### config.mk
export PLATFORM = sky130hd
export DESIGN_NAME = sram_arbiter
export DESIGN_NICKNAME = d
export VERILOG_FILES = /design/src/rtl/sram_arbiter.sv
export SDC_FILE = /design/constraint.sdc
export NUM_CORES = 1
export LEC_CHECK = 0
export ABC_AREA = 1
export ABC_CLOCK_PERIOD_IN_PS = 3900
export BUFFER_PORTS_ARGS = -buffer_cell sky130_fd_sc_hd__clkbuf_2
export CAP_MARGIN = 20
export CORE_AREA = 3 3 76 78
export CTS_CLUSTER_SIZE = 12
export DETAILED_ROUTE_END_ITERATION = 8
export DIE_AREA = 0 0 79 81
export PLACE_DENSITY = 0.89
export REMOVE_ABC_BUFFERS = 1
export SYNTH_ARGS = -nofsm -noshare
export SYNTH_HDL_FRONTEND = slang
export SYNTH_SLANG_ARGS = --single-unit
### constraint.sdc
create_clock -name clk -period 3.9 [get_ports clk]
set_clock_uncertainty 0.2 [all_clocks]
set_input_delay 0.39 -clock clk [delete_from_list [all_inputs] [get_ports clk]]
set_output_delay 0.39 -clock clk [all_outputs]
set_load 0.05 [all_outputs]
### src/rtl/sram_arbiter.sv
// rtl/sram_arbiter.sv - two-port arbiter driving a single-port SRAM with registered pins
// SRAM_ARB_FIXED_PRIO_EN: port A always wins simultaneous requests; no round-robin pointer.
module sram_arbiter #(
  parameter int AddressSize  = 18,
  parameter int WordSize     = 8,
  parameter int AccessCycles = 2
) (
  input  logic                   clk,
  input  logic                   rst,
  input  logic                   ReqA,
  input  logic                   ReqB,
  input  logic                   WeA,
  input  logic                   WeB,
  input  logic [AddressSize-1:0] AddrA,
  input  logic [AddressSize-1:0] AddrB,
  input  logic [WordSize-1:0]    WDataA,
  input  logic [WordSize-1:0]    WDataB,
  output logic                   AckA,
  output logic                   AckB,
  output logic [WordSize-1:0]    RDataA,
  output logic [WordSize-1:0]    RDataB,
  output logic [AddressSize-1:0] SramAddress,
  output logic [WordSize-1:0]    SramInData,
  input  logic [WordSize-1:0]    SramOutData,
  output logic                   SramBCE,
  output logic                   SramBWE,
  output logic                   Busy
);

  typedef enum logic [1:0] {IDLE, SETUP, ACCESS, HOLD} state_t;

  localparam logic [3:0] LastCount = 4'(AccessCycles - 1);

  state_t     state, next_state;
  logic [3:0] count;
  logic       grant_b;
  logic       op_we;
  logic       any_req;
  logic       win_b;
  logic       last_access;

  assign any_req     = ReqA | ReqB;
  assign last_access = (state == ACCESS) && (count == LastCount);

`ifdef SRAM_ARB_FIXED_PRIO_EN
  assign win_b = ReqB & ~ReqA;
`else
  // favour_b is set when A was granted last, so B wins the next tie
  logic favour_b;
  assign win_b = ReqB & (~ReqA | favour_b);

  always_ff @(posedge clk or posedge rst) begin
    if (rst) begin
      favour_b <= 1'b0;
    end else if (state == IDLE && any_req) begin
      favour_b <= ~win_b;
    end
  end
`endif

  always_ff @(posedge clk or posedge rst) begin
    if (rst) begin
      state <= IDLE;
    end else begin
      state <= next_state;
    end
  end

  always_comb begin
    next_state = state;
    case (state)
      IDLE:    if (any_req) next_state = SETUP;
      SETUP:   next_state = ACCESS;
      ACCESS:  if (last_access) next_state = HOLD;
      HOLD:    next_state = IDLE;
      default: next_state = IDLE;
    endcase
  end

  // Every pin is registered; values are loaded on the edge that enters the state they belong to.
  always_ff @(posedge clk or posedge rst) begin
    if (rst) begin
      count       <= 4'd0;
      grant_b     <= 1'b0;
      op_we       <= 1'b0;
      AckA        <= 1'b0;
      AckB        <= 1'b0;
      RDataA      <= '0;
      RDataB      <= '0;
      SramAddress <= '0;
      SramInData  <= '0;
      SramBCE     <= 1'b1;
      SramBWE     <= 1'b1;
      Busy        <= 1'b0;
    end else begin
      AckA <= 1'b0;
      AckB <= 1'b0;
      case (state)
        IDLE: begin
          if (any_req) begin
            grant_b     <= win_b;
            op_we       <= win_b ? WeB : WeA;
            SramAddress <= win_b ? AddrB : AddrA;
            SramInData  <= win_b ? WDataB : WDataA;
            Busy        <= 1'b1;
          end
        end
        SETUP: begin
          count   <= 4'd0;
          SramBCE <= 1'b0;
          SramBWE <= ~op_we;
        end
        ACCESS: begin
          count <= count + 4'd1;
          if (last_access) begin
            SramBCE <= 1'b1;
            SramBWE <= 1'b1;
            AckA    <= ~grant_b;
            AckB    <= grant_b;
            if (!op_we) begin
              if (grant_b) RDataB <= SramOutData;
              else         RDataA <= SramOutData;
            end
          end
        end
        HOLD: begin
          Busy <= 1'b0;
        end
        default: ;
      endcase
    end
  end

endmodule

======== Word level (Yosys, flattened, before mapping) ========
Index checks and enable logic that the tools add are counted.
storage, ports and cells
  register bits after elaboration ......... 56
  bits of input ports ..................... 66
  output and inout bits ................... 47
  word-level logic and storage cells ...... 55
cells by class
  add/sub/neg operators ................... 1
  equality and inequality tests ........... 6
  mux-type cells .......................... 16
  bitwise operators ....................... 7
  reductions and logical operators ........ 11
operator list
  operator                                       count
  two-way mux 18 bit                             1
  two-way mux 8 bit                              1
  case mux 2 bit (4 select lines)                1
  case mux 4 bit (2 select lines)                1
  AND reduction 2 bit                            4
  AND reduction 4 bit                            2
  two-way mux 1 bit                              7
  case mux 1 bit (2 select lines)                3
  adder 4 x 1 -> 4 bit, second input constant    1
  == test 2 bit, second input constant           2
  == test 4 x 1 -> 1 bit, second input constant  1
  two-way mux 2 bit                              2
  inequality test 2 bit, second input constant   2
  NOT 1 bit                                      4
  nonzero test 2 bit                             2
  == test 2 x 1 -> 1 bit, second input constant  1
  logical AND 1 bit                              2
  logical NOT 2 bit                              1
  bitwise OR 1 bit                               2
  bitwise AND 1 bit                              1

======== Depth between registers and ports, before layout ========
Gate-level depths: netlist of the first run.
  depth in word-level cells ............... 4
  depth in mapped cells ................... 8
  depth with buffers taken out ............ 7

======== Worst setup path after synthesis of the first run ========
OpenSTA, ideal clock, no wires.
  path kind ............................... register to register
  from .................................... register state[0]
  to ...................................... register RDataA[0]
  library setup time ...................... 0.119 ns
  data arrival time ....................... 1.255 ns
  data required time ...................... 3.581 ns
  slack ................................... 2.326 ns
  cell stages (with the launch flop) ...... 9
  path buffers ............................ 1
  period minus slack after synthesis ...... 1.574 ns
  path through ............................ dfrtp_1 -> inv_1 -> ha_1 -> buf_2 -> nand3_2 -> inv_2 -> nand2_2 -> nand2_1 -> nand2_1
between the ends
  longest elaborated chain between the ends .. 3
RTL lines
  item                                      line    RTL
  from (decl)                               34      state_t state, next_state;
  from (signal assigned)                    65      state <= next_state;
  == test 2 bit (*)                         43, 98
  logical AND 1 bit                         43      assign last_access = (state == ACCESS) && (count == LastCount);
  AND reduction 4 bit (no source line) (*)  --
  to (signal assigned)                      122     else RDataA <= SramOutData;
  to (decl)                                 20      output logic [WordSize-1:0] RDataA,
Mark *: on every way between the ends. The rest lies on a longest branch, timed or not.
A chain may end at the register's enable or synchronous reset.

======== Worst setup path in the final report of the first run ========
  from .................................... register state[0]
  to ...................................... register SramAddress[12]
between the ends
  longest elaborated chain between the ends .. 2
RTL lines
  item                                  line  RTL
  logical NOT 2 bit                     98    case (state)
  AND reduction 2 bit (no source line)  --
  to (signal assigned)                  103   SramAddress <= win_b ? AddrB : AddrA;
  to (decl)                             22    output logic [AddressSize-1:0] SramAddress,
Every way passes these cells.

==> impl_metrics.py, run 1 <==
metrics = {
    "worst_setup_path": {
        "critical_path_cell_list": "inv_1 -> ha_1 -> o21ai_2 -> buf_4 -> nor2_4 -> nand2_1 -> nand3_1",
        "crit_path_class": "reg -> reg",
        "critPathMaxFanout": 30,
        "timing.critical_path.arrival_ns": 2.08,
        "worstPathRequired_ns": 3.94,
        "slowest_stage_cell_on_the_critical_path": "sky130_fd_sc_hd__nor2_4",
        "depth_of_the_worst_register_to_register_path": 7,
        "cp-start-kind": "flop",
        "critical_path.max_stage_delay_ns": 0.52,
        "endpoint_kind": "flop",
    },
    "routing": {
        "first_iter_violations": 105,
        "route.final.wire_length_um": 5920,
        "wl_per_cell_um": 12.4,
        "vias_per_cell": 4.83,
        "ant_nets": 0,
        "remaining_drc_errors": 0,
        "drt_pass1_iterations": 4,
        "detailroute.via_count": 2313,
    },
    "final_layout": {
        "post_route_cell_area_um2": 3320,
        "area_growth_syn_to_layout_pct": 27.1,
        "fin_cells": 479,
        "antenna-diode-count": 0,
        "fraction_of_layout_cells_with_a_size_suffix_above_1_pct": 34.5,
        "design.final.nets": 480,
    },
    "clock_network": {
        "cts_max_path_buffers": 2,
        "cts_tree": "built",
        "cts_num_sinks": 56,
        "cts_setup_buffers": 0,
        "clock_pin_slew_worst_setup_and_hold_paths_ns": 0.10,
        "cts_root_buffer": "sky130_fd_sc_hd__clkbuf_8",
        "cts_max_level": 2,
        "insertion_delay_ns": 0.31,
        "tritoncts.num_buffers": 5,
        "cts_repair_resize_count": 0,
    },
    "placed_design": {
        "dpl_hpwl_um": 4590,
        "gp_congestion": 0.797,
        "placed_cell_area_um2": 3190,
        "preCtsSetupSlack_ns": 1.84,
        "place.port_buffers": 112,
        "dp_cells": 470,
    },
    "timing": {
        "grt_setup_unrepaired": "false",
        "hold_violations": 0,
        "tightest_slew_ns": 0.603,
        "setup_viol_count_final": 0,
        "post-route-worst-setup-slack_ns": 1.86,
        "period_utilisation_layout_pct": 52.2,
        "final_period_minus_worst_setup_slack_ns": 2.04,
        "fmax_ghz": 0.491,
        "slew-limit-headroom_pct": 59.7,
        "totalNegativeSetupSlack_ns": 0,
        "maxSlewViolCount": 0,
    },
    "global_routing": {
        "vias_in_the_first_global_route": 2179,
        "grtUsageTotal_pct": 19.6,
        "grt_max_degree": 33,
        "grt_antenna_before_repair": 0,
        "grt_first_pass_wirelength_um": 9910,
        "globalRoute.totalOverflow": 0,
    },
    "die": {
        "die_w_um": 79,
        "initial_utilization_pct": 50.8,
        "io_pins": 113,
        "fp.dieArea_um2": 6400,
        "dieHeight_um": 81,
        "coreArea_um2": 5140,
        "row_count": 26,
    },
    "power": {
        "vdd_drop_max_mv": 0.606,
        "p_leak_nw": 1.84,
        "power-per-cell-area_nw_per_um2": 979,
        "total_power_w": 0.00325,
    },
    "synthesis": {
        "ys_seq_elements": 56,
        "ys_seq_area_share_pct": 53.8,
        "synth.avg_cell_area_um2": 8.82,
        "ys_types": 23,
        "syn-instance-count": 296,
        "cell_area_after_technology_mapping_um2": 2610,
        "yosys_warnings": 0,
    },
    "hold_path": {
        "holdPathStages": 3,
        "holdCritPathClass": "in -> reg",
    },
    "run": {
        "maxCapViolations": 0,
    },
    "run_status": {
        "status": "finished, final reports clean",
    },
}
report_power, final:
part           switching [W]  internal (W)  leakage (nW)
combinational        0.00137      0.000443          1.10
sequential          0.000179      0.000856         0.682
clock               0.000187      0.000210        0.0614
total                0.00174       0.00151          1.84
repair_timing:
action | CTS | global route
hold buffers | 1 | 0
hold endpoints to repair | 24 | 0
endpoints found under the setup margin | 0 | 0
cells in the final DEF (no fill, tap or decap), drive strengths merged:
cell type and instances:
ha 6, bufinv 1, nor3 1, dlygate4sd3 1, dfrtp 54, nand4 1, nand2 120, o21ai 8
a21oi 4, dfstp 2, nand3 45, clkinv 2, o22ai 1, buf 2, inv 22, o21bai 10
clkbuf 118, nor2 11
worst paths after layout:
kind                              endpoint      start  slack (ns)
min in group asynchronous   SramAddress[3]        rst        0.48
setup reg to reg           SramAddress[12]   state[0]        1.86
setup / recovery           SramAddress[12]   state[0]        1.86
max in group asynchronous          SramBCE        rst        2.40
hold reg to reg                  RDataA[4]  RDataA[4]        0.29
hold / removal              SramAddress[1]   AddrA[1]        0.07
stage by stage:
stage | utilization, % | hold WS, ns
final | 64.6 | 0.0724
after global routing | 64.6 | 0.0684
after CTS | 64.6 | 0.0635
after detailed placement | 62.0 | 0.248
after global placement | 61.6 | 0.263
after floorplan | - | 0.248
cells by family (layout without fill, tap and decap cells):
family	after synthesis	count (layout)	share of synthesized area [%]
simple gates	178	178	30.7
flops	56	56	53.8
buf+inv	33	146	7.14
compound gates	23	23	5.56
fa+ha+maj	6	6	2.87
critical path: cells and delay by family (launching register included):
family,cells,cell delay (ns)
fa+ha+maj,1,0.19
simple gates,3,0.76
compound gates,1,0.06
flops,1,0.41
buf+inv,2,0.34
area by class of cell:
cell class / instances / area (µm²)
flip-flops and latches: 56 / 1400
clock inverters: 2 / 38.8
fillers: 460 / 1820
inverters: 23 / 86.3
repair buffers: 115 / 598
multi-input cells: 207 / 1020
well taps: 70 / 87.6
clock buffers: 6 / 82.6
layer usage:
layer | wire length, µm | vias to the layer above | global-route usage (%)
met5 | 0 | - | 0
met4 | 129 | 0 | 7.39
met3 | 472 | 13 | 5.43
met2 | 2780 | 93 | 31.4
met1 | 2540 | 1048 | 25.5
li1 | - | 1159 | -
registers in the layout, indices dropped and copies added, names as in the netlist:
name and count:
Busy 1, grant_b 1, favour_b 1, state 2, op_we 1, SramInData 8
SramBWE 1, AckB 1, AckA 1, SramAddress 18, RDataB 8, count 4
RDataA 8, SramBCE 1
synth_stat cells, drive strengths merged:
library cell    n  share of area (%)
clkinv          1               0.14
nand4           1               0.24
dfstp           2                2.0
o21bai         10                2.9
ha              6                2.9
a21oi           4               0.77
inv            22                3.2
nand2         120                 17
nand3          45                 10
o21ai           8                1.7
o22ai           1               0.24
nor2           11                2.5
buf            10                3.8
nor3            1               0.19
dfrtp          54                 52
Power figures use the tool's default switching activity.
==> run 2, diff against run 1 <==
- ABC_CLOCK_PERIOD_IN_PS: 3900 -> 2100
- CORE_AREA: 3 3 76 78 -> 3 3 79 81
- DIE_AREA: 0 0 79 81 -> 0 0 82 84
- PLACE_DENSITY: 0.89 -> 0.83
- clock period: 3.9 -> 2.1 ns (I/O delays scaled with it)
==> run 2 against run 1 <==
Compared with the run above: sequential cell count did not move; sequential share of layout area down 6.9 points; sequential power increased by 90%; core utilization is 7.0 points higher; fmax is 7.8% higher; die area up 7.6%; largest cell class unchanged; highest routed layer unchanged.
==> impl_metrics.py, run 2 (synthesized netlist as in run 1, its figures left out) <==
metrics = {
    "run_status": {
        "status": "finished, final reports clean",
    },
    "timing": {
        "grt_setup_unrepaired": "false",
        "tightest_slew_ns": 0.583,
        "slew-limit-headroom_pct": 61.0,
        "fmax_ghz": 0.529,
        "hold_violations": 0,
        "final_period_minus_worst_setup_slack_ns": 1.89,
        "setup_viol_count_final": 0,
        "period_utilisation_layout_pct": 90.0,
        "totalNegativeSetupSlack_ns": 0,
        "maxSlewViolCount": 0,
    },
    "placed_design": {
        "place.port_buffers": 112,
        "dp_cells": 474,
        "gp_congestion": 0.791,
        "dpl_hpwl_um": 4780,
    },
    "routing": {
        "drt_pass1_iterations": 4,
        "ant_nets": 0,
        "vias_per_cell": 5.11,
        "detailroute.via_count": 2785,
        "wl_per_cell_um": 15.9,
        "route.final.wire_length_um": 8650,
        "first_iter_violations": 247,
        "remaining_drc_errors": 0,
    },
    "clock_network": {
        "insertion_delay_ns": 0.30,
        "cts_root_buffer": "sky130_fd_sc_hd__clkbuf_8",
        "cts_max_path_buffers": 2,
        "cts_num_sinks": 56,
        "cts_max_level": 2,
        "cts_setup_buffers": 0,
        "tritoncts.num_buffers": 5,
        "clock_pin_slew_worst_setup_and_hold_paths_ns": 0.11,
        "cts_tree": "built",
    },
    "final_layout": {
        "area_growth_syn_to_layout_pct": 51.7,
        "antenna-diode-count": 0,
        "design.final.nets": 544,
        "most-common-layout-cells": "sky130_fd_sc_hd__nand2_1 (119), sky130_fd_sc_hd__clkbuf_2 (112), sky130_fd_sc_hd__dlygate4sd3_1 (63), sky130_fd_sc_hd__dfrtp_1 (54), sky130_fd_sc_hd__nand3_1 (36)",
        "mostFrequentLayoutCell": "sky130_fd_sc_hd__nand2_1",
        "fin_cells": 545,
        "largest_register_ff_count": 18,
        "max_flop_register": "SramAddress",
        "fraction_of_layout_cells_with_a_size_suffix_above_1_pct": 30.2,
    },
    "die": {
        "row_count": 27,
        "coreArea_um2": 5540,
        "die_w_um": 82,
        "initial_utilization_pct": 47.1,
        "io_pins": 113,
        "fp.dieArea_um2": 6890,
        "dieHeight_um": 84,
    },
    "worst_setup_path": {
        "worstPathRequired_ns": 2.10,
        "timing.reg2reg.setup_slack_ns": 0.21,
        "worst_setup_path_startpoint": "state[0]",
        "crit_path_class": "reg -> reg",
        "depth_of_the_worst_register_to_register_path": 5,
        "worst_r2r_startpoint": "state[0]",
        "cp-start-kind": "flop",
        "critPathMaxFanout": 8,
        "endpoint_kind": "flop",
        "timing.critical_path.arrival_ns": 1.89,
    },
    "hold_path": {
        "holdCritPathClass": "in -> reg",
        "holdPathStages": 6,
        "hold_path_startpoint": "ReqB",
    },
    "global_routing": {
        "grt_first_pass_wirelength_um": 14400,
        "globalRoute.totalOverflow": 0,
        "grt_max_degree": 31,
        "grtUsageTotal_pct": 27.1,
        "vias_in_the_first_global_route": 2998,
        "grt_antenna_before_repair": 0,
    },
    "power": {
        "power-per-cell-area_nw_per_um2": 1590,
        "vdd_drop_max_mv": 0.922,
        "p_leak_nw": 2.11,
    },
    "run": {
        "maxCapViolations": 0,
    },
}
-- run 2: cell count changes in the layout (fill, tap and decap cells not counted), sizes merged --
cell         delta
inv             +1
buf             +2
clkbuf          -1
clkinv          -1
clkinvlp        +1
dlygate4sd3    +62
-- run 2: worst max-delay path: stages, from the launching register on --
cell	delay, ns
sky130_fd_sc_hd__dfrtp_1	0.42
sky130_fd_sc_hd__inv_1	0.11
sky130_fd_sc_hd__ha_1	0.34
sky130_fd_sc_hd__nand4_1	0.39
sky130_fd_sc_hd__o21bai_1	0.25
sky130_fd_sc_hd__nand2_1	0.07
-- run 2: worst paths after layout --
kind	endpoint
max	RDataB[6]
min	Busy
max reg2reg	RDataB[6]
min reg2reg	RDataA[5]
max in group asynchronous	SramBCE
min in group asynchronous	SramInData[7]
-- run 2: area by class of cell --
| cell class | count | area [µm²] |
|---|---|---|
| clock inverter | 3 | 46.3 |
| tap | 72 | 90.1 |
| sequential | 56 | 1400 |
| fill | 373 | 1580 |
| multi-input combinational | 207 | 1020 |
| timing repair buffer | 179 | 1250 |
| clock buffer | 5 | 68.8 |
| inverter | 23 | 86.3 |
-- run 2: repair_timing --
action,CTS,global route
resized for setup,0,0
hold buffers,63,0
endpoints found under the hold margin,69,0
-- run 2: power by group --
group / switching, W / leakage (nW) / total, W / internal (W)
sequential: 0.000368 / 0.682 / 0.00196 / 0.00159
clock: 0.000357 / 0.0548 / 0.000717 / 0.000360
combinational: 0.00270 / 1.37 / 0.00363 / 0.000927
total: 0.00343 / 2.11 / 0.00630 / 0.00288
-- run 2: stage by stage --
step | cell area, µm² | power, W | worst slack, ns | hold WS [ns] | utilization (%)
2_1_floorplan | 2510 | 0.00448 | 0.289 | 0.130 | -
3_3_place_gp | 3220 | 0.00530 | 0.293 | 0.0840 | 58.1
3_5_place_dp | 3220 | 0.00538 | 0.220 | 0.0925 | 58.1
4_1_cts | 3960 | 0.00620 | 0.202 | 0.144 | 71.5
5_1_grt | 3960 | 0.00669 | 0.0576 | 0.186 | 71.5
6_report | 3960 | 0.00630 | 0.211 | 0.153 | 71.5
-- run 2: layer usage --
| metal | GRT usage (%) | up-vias | wire (µm) |
|---|---|---|---|
| met1 | 34.6 | 1289 | 3410 |
| met4 | 9.06 | 0 | 256 |
| li1 | - | 1290 | - |
| met3 | 8.32 | 26 | 889 |
| met2 | 43.0 | 180 | 4100 |
| met5 | 0 | - | 0 |
==> run 3, diff against run 2 <==
- BUFFER_PORTS_ARGS: -buffer_cell sky130_fd_sc_hd__clkbuf_2 -> unset
- CORE_AREA: 3 3 79 81 -> 3 3 68 70
- CTS_BUF_LIST: unset -> sky130_fd_sc_hd__clkbuf_8
- DIE_AREA: 0 0 82 84 -> 0 0 71 73
- DONT_BUFFER_PORTS: unset -> 1
- MAX_ROUTING_LAYER: unset -> met4
- PLACE_DENSITY: 0.83 -> 0.85
==> run 3 against run 2 <==
Compared with the run above: register-to-register slack worse by 0.06 ns; power is 7.6% lower; critical endpoint is now SramAddress[4]; sequential share of layout area up 6.3 points; core utilization up 12 points; non-clock buffer count down 110; die area down 25%; largest power group is now sequential cells; via count fell by 11%; wire length decreased by 1.9%; final cell count decreased by 24%; critical path depth grew 2; hold slack lost 0.076 ns.
==> impl_metrics.py, run 3 (synthesized netlist as in run 1, its figures left out) <==
metrics = {
    "power": {
        "clkPwrFrac_pct": 10.4,
        "power-per-cell-area_nw_per_um2": 1730,
        "vdd_drop_max_mv": 1.01,
        "combinationalPowerShare_pct": 29.0,
        "power.switching_fraction_pct": 57.6,
        "net_switching_power_of_the_design_w": 0.00336,
        "p_leak_nw": 1.64,
        "internal_power_w": 0.00247,
        "power.share.sequential_pct": 60.6,
    },
    "global_routing": {
        "grt_max_degree": 33,
        "grt_antenna_before_repair": 0,
        "grtUsageTotal_pct": 35.6,
        "vias_in_the_first_global_route": 2617,
        "globalRoute.totalOverflow": 0,
        "grt_first_pass_wirelength_um": 13500,
    },
    "routing": {
        "drt_pass1_iterations": 5,
        "remaining_drc_errors": 0,
        "detailroute.via_count": 2472,
        "first_iter_violations": 295,
        "wl_per_cell_um": 20.6,
        "route.final.wire_length_um": 8490,
        "ant_nets": 0,
        "vias_per_cell": 5.99,
    },
    "final_layout": {
        "max_flop_register": "SramAddress",
        "fin_cells": 413,
        "area_growth_syn_to_layout_pct": 29.0,
        "mostFrequentLayoutCell": "sky130_fd_sc_hd__nand2_1",
        "largest_register_ff_count": 18,
        "most-common-layout-cells": "sky130_fd_sc_hd__nand2_1 (119), sky130_fd_sc_hd__dlygate4sd3_1 (63), sky130_fd_sc_hd__dfrtp_1 (54), sky130_fd_sc_hd__nand3_1 (36), sky130_fd_sc_hd__inv_1 (21)",
        "antenna-diode-count": 0,
        "n_fill_cell": 213,
        "design.final.nets": 434,
        "fraction_of_layout_cells_with_a_size_suffix_above_1_pct": 8.82,
    },
    "worst_setup_path": {
        "cp-start-kind": "flop",
        "crit_path_class": "reg -> reg",
        "critPathMaxFanout": 17,
        "endpoint_kind": "flop",
        "timing.critical_path.arrival_ns": 2.00,
        "worstPathRequired_ns": 2.14,
        "depth_of_the_worst_register_to_register_path": 7,
    },
    "die": {
        "fp.dieArea_um2": 5180,
        "row_count": 23,
        "die_w_um": 71,
        "dieHeight_um": 73,
        "io_pins": 113,
        "coreArea_um2": 4030,
        "initial_utilization_pct": 64.8,
    },
    "run": {
        "maxCapViolations": 0,
    },
    "clock_network": {
        "insertion_delay_ns": 0.31,
        "cts_num_sinks": 56,
        "tritoncts.num_buffers": 5,
        "cts_max_level": 2,
        "cts_tree": "built",
        "clock_pin_slew_worst_setup_and_hold_paths_ns": 0.09,
        "cts_setup_buffers": 0,
        "cts_root_buffer": "sky130_fd_sc_hd__clkbuf_8",
        "cts_max_path_buffers": 2,
    },
    "run_status": {
        "status": "finished, final reports clean",
    },
    "timing": {
        "fmax_ghz": 0.512,
        "slew-limit-headroom_pct": 62.9,
        "period_utilisation_layout_pct": 92.9,
        "totalNegativeSetupSlack_ns": 0,
        "setup_viol_count_final": 0,
        "hold_violations": 0,
        "maxSlewViolCount": 0,
        "grt_setup_unrepaired": "false",
        "tightest_slew_ns": 0.556,
        "final_period_minus_worst_setup_slack_ns": 1.95,
    },
    "placed_design": {
        "place.port_buffers": 0,
        "gp_congestion": 0.819,
        "dp_cells": 342,
        "dpl_hpwl_um": 4290,
    },
    "hold_path": {
        "holdCritPathClass": "in -> reg",
        "holdPathStages": 5,
    },
}
run 3: per-stage QoR:
stage	power, W	setup slack, ns	hold WS (ns)	util, %	cell area (µm²)
after global routing	0.00611	0.0395	0.102	83.6	3370
after floorplan	0.00448	0.289	0.130	-	2510
after global placement	0.00485	0.347	-0.0476	65.6	2640
after detailed placement	0.00495	0.248	-0.0393	65.6	2640
final	0.00582	0.149	0.0774	83.6	3370
after CTS	0.00566	0.225	0.00934	83.6	3370
run 3: cell type report:
cell class              instances  area [µm²]  share of cell area, %
flip-flops and latches         56        1400                   41.7
multi-input cells             207        1020                   30.3
repair buffers                 69         701                   20.8
inverters                      23        86.3                   2.56
clock buffers                   6        82.6                   2.45
well taps                      50        62.6                   1.86
clock inverters                 2        11.3                  0.334
run 3: critical path, stage by stage (launching register included):
cell,delay [ns]
sky130_fd_sc_hd__dfrtp_1,0.43
sky130_fd_sc_hd__inv_1,0.13
sky130_fd_sc_hd__ha_1,0.20
sky130_fd_sc_hd__o21ai_2,0.18
sky130_fd_sc_hd__nor2_4,0.37
sky130_fd_sc_hd__buf_12,0.19
sky130_fd_sc_hd__nand2_1,0.08
sky130_fd_sc_hd__nand3_1,0.10
run 3: final timing paths:
kind / start / end / slack (ns)
max in group asynchronous: rst / SramBWE / 0.86
setup / recovery: state[1] / SramAddress[4] / 0.15
hold reg to reg: grant_b / AckA / 0.33
setup reg to reg: state[1] / SramAddress[4] / 0.15
hold / removal: ReqB / Busy / 0.08
min in group asynchronous: rst / SramInData[2] / 0.21
run 3: repair_timing:
item / in CTS / in global routing
hold buffers: 63 / 0
resized for setup: 0 / 0
hold endpoints to repair: 67 / 0
run 3: power groups by stage:
stage                     clock network [W]  registers, W  logic, W
after floorplan                           0       0.00337   0.00112
after global placement                    0       0.00349   0.00135
after detailed placement                  0       0.00350   0.00146
after CTS                          0.000620       0.00349   0.00155
after global routing               0.000648       0.00358   0.00188
final                              0.000605       0.00353   0.00169
run 3: per-layer routing:
| layer | wire (µm) | GRT usage, % | share of wire (%) |
|---|---|---|---|
| met2 | 4120 | 56.6 | 49 |
| met5 | 0 | - | 0 |
| met1 | 3090 | 42.2 | 36 |
| met3 | 931 | 9.50 | 11 |
| met4 | 344 | 17.5 | 4.1 |
